===== src/rtl/defuzzifier_if.sv =====
// Handshake and data bundle between the fuzzy aggregator and the defuzzifier.
// The master drives the request and Q1.15 sums; the slave returns the crisp percent result.
interface defuzzifier_if;
  logic        start;
  logic [15:0] S_w;
  logic [15:0] S_wg;
  logic [7:0]  G;
  logic        g_valid;
  logic        busy;
  logic        w_zero;
  logic        sat;

  modport master (
    output start, S_w, S_wg,
    input  G, g_valid, busy, w_zero, sat
  );

  modport slave (
    input  start, S_w, S_wg,
    output G, g_valid, busy, w_zero, sat
  );
endinterface


===== src/rtl/defuzzifier.sv =====
// Crisp output G = S_wg*100 / S_w via an 8-step restoring divider; degenerate inputs finish in one cycle.
// Build option DEFUZZ_ROUND_EN: add S_w/2 to the dividend for round-half-up instead of truncation.
module defuzzifier #(
  parameter int FRAC_W = 15
) (
  input logic          clk,
  input logic          rst,
  defuzzifier_if.slave bus
);

  localparam int IN_W = FRAC_W + 1;

  typedef enum logic [1:0] {
    IDLE,
    DIV,
    DONE
  } state_t;

  state_t            state_q, state_d;
  logic [IN_W-1:0]   d_q, d_d;
  logic [22:0]       rem_q, rem_d;
  logic [7:0]        q_q, q_d;
  logic [2:0]        i_q, i_d;
  logic [7:0]        g_q, g_d;
  logic              g_valid_q, g_valid_d;
  logic              busy_q, busy_d;
  logic              w_zero_q, w_zero_d;
  logic              sat_q, sat_d;
  logic              wz_pend_q, wz_pend_d;
  logic              sat_pend_q, sat_pend_d;

  logic [22:0]       round_term;
  logic [22:0]       n_in;
  logic [22:0]       shifted;

`ifdef DEFUZZ_ROUND_EN
  assign round_term = {8'd0, bus.S_w[15:1]};
`else
  assign round_term = '0;
`endif

  // Max dividend 65534*100 + 32767 still fits in 23 bits, and N < 101*D keeps q within 8 bits.
  assign n_in    = ({7'd0, bus.S_wg} * 23'd100) + round_term;
  assign shifted = {7'd0, d_q} << i_q;

  always_comb begin
    state_d    = state_q;
    d_d        = d_q;
    rem_d      = rem_q;
    q_d        = q_q;
    i_d        = i_q;
    g_d        = g_q;
    g_valid_d  = 1'b0;
    busy_d     = busy_q;
    w_zero_d   = w_zero_q;
    sat_d      = sat_q;
    wz_pend_d  = wz_pend_q;
    sat_pend_d = sat_pend_q;

    case (state_q)
      IDLE: begin
        if (bus.start) begin
          d_d    = bus.S_w;
          rem_d  = n_in;
          i_d    = 3'd7;
          busy_d = 1'b1;
          if (bus.S_w == 16'd0) begin
            q_d        = 8'd0;
            wz_pend_d  = 1'b1;
            sat_pend_d = 1'b0;
            state_d    = DONE;
          end else if (bus.S_wg >= bus.S_w) begin
            q_d        = 8'd100;
            wz_pend_d  = 1'b0;
            sat_pend_d = 1'b1;
            state_d    = DONE;
          end else begin
            q_d        = 8'd0;
            wz_pend_d  = 1'b0;
            sat_pend_d = 1'b0;
            state_d    = DIV;
          end
        end
      end

      DIV: begin
        if (rem_q >= shifted) begin
          rem_d      = rem_q - shifted;
          q_d[i_q]   = 1'b1;
        end
        if (i_q == 3'd0) begin
          state_d = DONE;
        end else begin
          i_d = i_q - 3'd1;
        end
      end

      DONE: begin
        g_d       = q_q;
        g_valid_d = 1'b1;
        busy_d    = 1'b0;
        w_zero_d  = wz_pend_q;
        sat_d     = sat_pend_q;
        state_d   = IDLE;
      end

      default: begin
        state_d = IDLE;
      end
    endcase
  end

  always_ff @(posedge clk or posedge rst) begin
    if (rst) begin
      state_q    <= IDLE;
      d_q        <= '0;
      rem_q      <= '0;
      q_q        <= '0;
      i_q        <= '0;
      g_q        <= '0;
      g_valid_q  <= 1'b0;
      busy_q     <= 1'b0;
      w_zero_q   <= 1'b0;
      sat_q      <= 1'b0;
      wz_pend_q  <= 1'b0;
      sat_pend_q <= 1'b0;
    end else begin
      state_q    <= state_d;
      d_q        <= d_d;
      rem_q      <= rem_d;
      q_q        <= q_d;
      i_q        <= i_d;
      g_q        <= g_d;
      g_valid_q  <= g_valid_d;
      busy_q     <= busy_d;
      w_zero_q   <= w_zero_d;
      sat_q      <= sat_d;
      wz_pend_q  <= wz_pend_d;
      sat_pend_q <= sat_pend_d;
    end
  end

  assign bus.G       = g_q;
  assign bus.g_valid = g_valid_q;
  assign bus.busy    = busy_q;
  assign bus.w_zero  = w_zero_q;
  assign bus.sat     = sat_q;

endmodule

===== src/flat_wrapper.sv =====
// flat-port wrapper written by rule: the top's interface ports become plain ports
module defuzzifier_flat 
#(
  parameter int FRAC_W = 15
)
  (clk, rst, bus_start, bus_S_w, bus_S_wg, bus_G, bus_g_valid, bus_busy, bus_w_zero, bus_sat);
  defuzzifier_if bus_i ();
  input logic clk;
  input logic rst;
  input wire logic [$bits(bus_i.start)-1:0] bus_start;
  input wire logic [$bits(bus_i.S_w)-1:0] bus_S_w;
  input wire logic [$bits(bus_i.S_wg)-1:0] bus_S_wg;
  output wire logic [$bits(bus_i.G)-1:0] bus_G;
  output wire logic [$bits(bus_i.g_valid)-1:0] bus_g_valid;
  output wire logic [$bits(bus_i.busy)-1:0] bus_busy;
  output wire logic [$bits(bus_i.w_zero)-1:0] bus_w_zero;
  output wire logic [$bits(bus_i.sat)-1:0] bus_sat;
  assign bus_i.start = bus_start;
  assign bus_i.S_w = bus_S_w;
  assign bus_i.S_wg = bus_S_wg;
  assign bus_G = bus_i.G;
  assign bus_g_valid = bus_i.g_valid;
  assign bus_busy = bus_i.busy;
  assign bus_w_zero = bus_i.w_zero;
  assign bus_sat = bus_i.sat;
  defuzzifier #(.FRAC_W(FRAC_W)) u_core (.clk(clk), .rst(rst), .bus(bus_i));
endmodule

===== config.mk =====
export PLATFORM = sky130hd
export DESIGN_NAME = defuzzifier_flat
export DESIGN_NICKNAME = d
export VERILOG_FILES = /design/src/rtl/defuzzifier_if.sv /design/src/rtl/defuzzifier.sv /design/src/flat_wrapper.sv
export SDC_FILE = /design/constraint.sdc
export NUM_CORES = 1
export LEC_CHECK = 0
export BUFFER_PORTS_ARGS = -buffer_cell sky130_fd_sc_hd__buf_2
export CAP_MARGIN = 25
export CORE_ASPECT_RATIO = 1.25
export CORE_UTILIZATION = 47
export CTS_CLUSTER_SIZE = 40
export DETAILED_ROUTE_END_ITERATION = 12
export SYNTH_ARGS = -nofsm -noshare
export SYNTH_HDL_FRONTEND = slang
export SYNTH_SLANG_ARGS = --single-unit

===== constraint.sdc =====
create_clock -name clk -period 3.85 [get_ports clk]
set_input_delay 0.5775 -clock clk [delete_from_list [all_inputs] [get_ports clk]]
set_output_delay 0.5775 -clock clk [all_outputs]
set_load 0.1 [all_outputs]

==> After elaboration in Yosys (flattened, before gate mapping) <==
Index checks and enable logic that the tools add are counted.
{ "totals": {"out_inout_bits": 12, "register_bits": 66} }
{ "op_classes": {"shift": 1, "n_mux": 24, "n_bitwise": 1, "eq_ne": 6, "n_lt_le_gt_ge": 4, "n_reduce_logical": 11, "addsub": 2, "multipliers": 1} }
{ "ops": {"columns": ["operator", "count"], "rows": [
  ["2-to-1 mux 23 bit", 2],
  ["case mux 23 bit (2 select lines)", 1],
  ["2-to-1 mux 8 bit", 3],
  [">= comparator 23 bit", 1],
  ["<< shifter 16 x 3 -> 23 bit", 1],
  ["subtractor 23 bit", 1],
  ["multiplier 16 x 5 -> 21 bit, second input constant", 1],
  [">= comparator 16 bit", 1],
  ["zero test 16 bit", 1],
  ["case mux 8 bit (2 select lines)", 1],
  ["2-to-1 mux 2 bit", 4],
  ["bitwise OR 8 bit", 1],
  ["2-to-1 mux 7 bit", 1],
  ["2-to-1 mux 1 bit", 6],
  ["2-to-1 mux 3 bit", 2],
  ["case mux 3 bit (2 select lines)", 1],
  ["AND reduction 2 bit", 3],
  ["AND reduction 3 bit", 2],
  ["less-than comparator 3 x 4 -> 1 bit, second input constant", 1],
  ["inequality test 2 x 1 -> 1 bit, second input constant", 2],
  ["inequality test 2 bit, second input constant", 2],
  ["case mux 2 bit (2 select lines)", 1],
  ["nonzero test 2 bit", 2],
  ["demux 1 bit (select 3 bit)", 1],
  ["8 further kinds", 8]
]} }

==> Depth between registers and ports, before layout <==
{ "depth": {"ltp_word": 7, "depth_mapped": 16, "ltp_nobuf": 14} }

==> Worst setup path before layout <==
Ideal clock, no wire load.
{ "synth_path": {"kind": "input -> register", "from": "in bus_S_wg[4]", "to": "reg u_core.rem_q[22]", "setup_time_ps": 77, "slack_ps": 194, "path_buffers": 0, "arrival_time_ps": 3579, "path_stages": 14, "path_cell_list": "ha_1 > ha_1 > inv_1 > fa_1 > inv_1 > ha_1 > a2111o_1 > a31oi_2 > nor4b_1 > o41a_1 > o21ai_2 > and3_1 > o21ai_1 > a21oi_1"} }
{ "synth_via": {"elab_chain_len": 3} }
{ "synth_lines": {"columns": ["element", "line_no", "source"], "rows": [
  ["start: declaration", "flat_wrapper.sv:12", "input wire logic [$bits(bus_i.S_wg)-1:0] bus_S_wg;"],
  ["multiplier 16 x 5 -> 21 bit", "defuzzifier.sv:43", "assign n_in = ({7'd0, bus.S_wg} * 23'd100) + round_term;"],
  ["2-to-1 mux 23 bit", "defuzzifier.sv:62", "if (bus.start) begin"],
  ["case mux 23 bit (2 select lines)", "defuzzifier.sv:60", "case (state_q)"],
  ["end signal: assignment", "defuzzifier.sv:130", "rem_q <= rem_d;"],
  ["end: declaration", "defuzzifier.sv:21", "logic [22:0] rem_q, rem_d;"]
]} }
Every way passes these cells. The select of a mux whose other input is x is not followed.
A chain may end at the register's enable or synchronous reset.

==> Worst setup path after layout <==
Ends and elaborated chain as after synthesis.

==> impl_metrics.tcl <==
set metrics [dict create \
    status "complete, no violations" \
    tightestPinTransition_ns 0.9524 \
    path_clk_slew_ns 0.06 \
    syn_to_final_growth_pct 15.60 \
    worstHoldPathType "input port to asynchronous set/reset pin" \
    synth_largest_type_area_fraction 0.2610 \
    synth_most_common_cell "sky130_fd_sc_hd__ha_1" \
    layout_min_cycle_time_ns 3.674 \
    worstSetupEndpointType "register" \
    largest_driver_fanout_on_the_critical_path 5 \
    final.setup.tns_ns 0 \
    drt_first_pass_iters 4 \
    worstSetupPathType "input port to register" \
    mappedNetlistNets 876 \
    synth_top_family_by_area "adder cells" \
    post_synth_instance_area_um2 6329 \
    finalHoldViolCount 0 \
    antenna_found_initial 0 \
    synth.yosys.warnings 0 \
    die_area_um2 13940 \
    post_drt_via_cell_ratio 5.569 \
    vias_in_the_first_global_route 5481 \
    netlist_cell_types 68 \
    fillCellCount 1238 \
    rows 47 \
    number_of_synthesized_register_bits 66 \
    initial_core_util 0.4804 \
    timing.fmax_mhz 272.2 \
    syn_area_per_cell_um2 8.610 \
    routabilityCongestion 0.9271 \
    cts.sinks 66 \
    cts-buffers-inserted 9 \
    slew_headroom 0.3638 \
    final_ws_setup_ns 0.1761 \
    grtUsageTotal 0.2520 \
    routedWlPerCell_um 17.09 \
    post_synth_main_area_contributors "sky130_fd_sc_hd__dfrtp_1 (26%), sky130_fd_sc_hd__ha_1 (19%), sky130_fd_sc_hd__o21ai_0 (4.9%)" \
    cts_tree "yes" \
    clock-skew-final_ns 0.007352 \
    synth_largest_area_cell "sky130_fd_sc_hd__dfrtp_1" \
    fp.coreArea_um2 13170 \
    crit_path_max_incr_delay_ns 0.52 \
    synth_compound_gate_area_share 0.2026 \
    report.final.setup_viol 0 \
    die_w_um 105.8 \
    clk_root_buffer_cell "sky130_fd_sc_hd__clkbuf_16" \
    top_level_ports 47 \
    synth_edf_count 0 \
    final-max-slew-violation-count 0 \
    yosys.area_share.simple 0.1410 \
    total_grt_overflow 0 \
    drt-total-wl_um 16740 \
    cts-root-to-sink-buffers 2 \
    drive_gt1_frac 0.1607 \
    residual_drc 0 \
    ant_nets 0 \
    post_cts_setup_buffer_count 0 \
    arrival_time_at_the_worst_endpoint_ns 3.94 \
    path_cells "buf_2 > ha_1 > ha_1 > inv_1 > fa_1 > inv_1 > ha_1 > a2111o_1 > a31oi_2 > nor4b_1 > o41a_1 > o21ai_2 > and3_1 > o21ai_1 > a21oi_1" \
    max_cap_viol_count 0 \
    synth_top_cells_by_count "sky130_fd_sc_hd__ha_1 (94), sky130_fd_sc_hd__inv_1 (77), sky130_fd_sc_hd__nand2_1 (76), sky130_fd_sc_hd__dfrtp_1 (66), sky130_fd_sc_hd__o21ai_0 (62)" \
    timing.critical_path.from_type "input port" \
    yosys.area_share.adder 0.2238 \
    clock_tree.htree_level_count 3 \
    detailedRoute.firstIterationViolations 217 \
    vias 5458 \
    maximum_number_of_pins_on_one_net_before_global_route_repair 51 \
    synth_async_sr_flop_share 1.000 \
    grt_first_pass_wirelength_um 27480 \
    cpMostUsedCell "sky130_fd_sc_hd__ha_1" \
    chip_height_um 131.7 \
    postCtsHoldBufs 0 \
    xor_and_xnor_area_share_after_synthesis 0.03875 \
    detailedPlacementHpwl_um 13670 \
    nNetsFinal 945 \
    syn_inst 735 \
    port_buffers 46 \
    dp_worst_setup_slack_ns -0.1633 \
    clock_latency_ns 0.34 \
    yosys-mux-area-fraction 0.06860 \
    final_min_period_over_clock_period 0.9543 \
    antenna_cells 0 \
    synth.yosys.seq_area_share 0.2610 \
    synth-main-ff-cell "sky130_fd_sc_hd__dfrtp_1" \
    crit_required_ns 4.11 \
    critical_path.slowest_cell "sky130_fd_sc_hd__fa_1" \
]
==> stage by stage <==
step / instances / cell area (µm²) / hold slack, ns / utilization
2_1_floorplan: 735 / 6329 / 0.4444 / -
3_3_place_gp: 963 / 6942 / 0.4608 / 0.5270
3_5_place_dp: 964 / 6969 / 0.4768 / 0.5291
4_1_cts: 980 / 7288 / 0.2314 / 0.5533
5_1_grt: 980 / 7316 / 0.2498 / 0.5554
6_report: 980 / 7316 / 0.2208 / 0.5554
==> cells by family after synthesis <==
| logic type | count (synthesis) |
|---|---|
| AO/OA/AOI/OAI | 205 |
| XOR/XNOR | 28 |
| adder cells (fa/ha/maj) | 106 |
| buffers and inverters | 104 |
| flip-flops | 66 |
| multiplexers | 38 |
| AND/OR/NAND/NOR | 188 |
==> worst paths after layout <==
kind                            cells after the start          endpoint  slack [ns]     startpoint
max in group asynchronous                           3   u_core.rem_q[6]        2.65            rst
worst min-delay path                                2  u_core.rem_q[19]        0.22            rst
min in group clk                                    1     u_core.q_q[0]        0.48  u_core.q_q[0]
worst max-delay path                               15  u_core.rem_q[22]        0.18    bus_S_wg[4]
worst max register to register                     14   u_core.rem_q[6]        0.33  u_core.i_q[0]
worst min register to register                      1     u_core.q_q[0]        0.48  u_core.q_q[0]
==> registers in the layout, summed over array words and instances, names as in the netlist, 2 cells and up <==
register        flops
u_core.rem_q       23
u_core.state_q      2
u_core.d_q         16
u_core.i_q          3
u_core.bus.G        8
u_core.q_q          8
==> layout make-up <==
| cell class | count | area, µm² | area share |
|---|---|---|---|
| flip-flops and latches | 66 | 1652 | 0.2258 |
| multi-input cells | 565 | 4290 | 0.5865 |
| well taps | 171 | 214.0 | 0.02925 |
| inverters | 80 | 304.0 | 0.04156 |
| repair buffers | 82 | 536.8 | 0.07337 |
| clock inverters | 6 | 90.09 | 0.01231 |
| clock buffers | 10 | 229.0 | 0.03130 |
==> critical path: cells and delay by family <==
| family | cells | cell delay [ns] |
|---|---|---|
| compound gates | 6 | 1.39 |
| fa+ha+maj | 4 | 1.47 |
| buf+inv | 3 | 0.23 |
| simple gates | 2 | 0.28 |
==> repair_timing <==
action | CTS | global route
setup endpoints to repair | 0 | 26
hold endpoints to repair | 0 | 0
gates resized for setup | 0 | 5
==> routing by layer <==
| metal | track usage | up-vias | share of wire |
|---|---|---|---|
| met3 | 0.02719 | 25 | 0.026 |
| met2 | 0.4572 | 91 | 0.51 |
| met4 | 0.08179 | 0 | 0.027 |
| li1 | - | 2742 | - |
| met5 | 0 | - | 0 |
| met1 | 0.3089 | 2600 | 0.43 |
==> layout by cell type, fill, tap and decap left out, types with 9 or more instances in the layout <==
| cell type | count |
|---|---|
| sky130_fd_sc_hd__clkbuf_16 | 9 |
| sky130_fd_sc_hd__ha_1 | 94 |
| sky130_fd_sc_hd__nand3_1 | 11 |
| sky130_fd_sc_hd__dfrtp_1 | 66 |
| sky130_fd_sc_hd__mux2i_1 | 22 |
| sky130_fd_sc_hd__a31oi_1 | 9 |
| sky130_fd_sc_hd__o21a_1 | 12 |
| sky130_fd_sc_hd__nand2_1 | 76 |
| sky130_fd_sc_hd__buf_4 | 33 |
| sky130_fd_sc_hd__fa_1 | 12 |
| sky130_fd_sc_hd__xor2_1 | 13 |
| sky130_fd_sc_hd__o21ai_0 | 62 |
| sky130_fd_sc_hd__nor2_1 | 37 |
| sky130_fd_sc_hd__inv_1 | 76 |
| sky130_fd_sc_hd__buf_2 | 46 |
| sky130_fd_sc_hd__mux2_2 | 13 |
| sky130_fd_sc_hd__a21o_1 | 13 |
| sky130_fd_sc_hd__a21oi_1 | 58 |
| sky130_fd_sc_hd__nor2b_1 | 12 |
| sky130_fd_sc_hd__xnor2_1 | 15 |
Power is not shown: default switching activity piles up to over one toggle a cycle in this logic, so the estimate is an artifact.
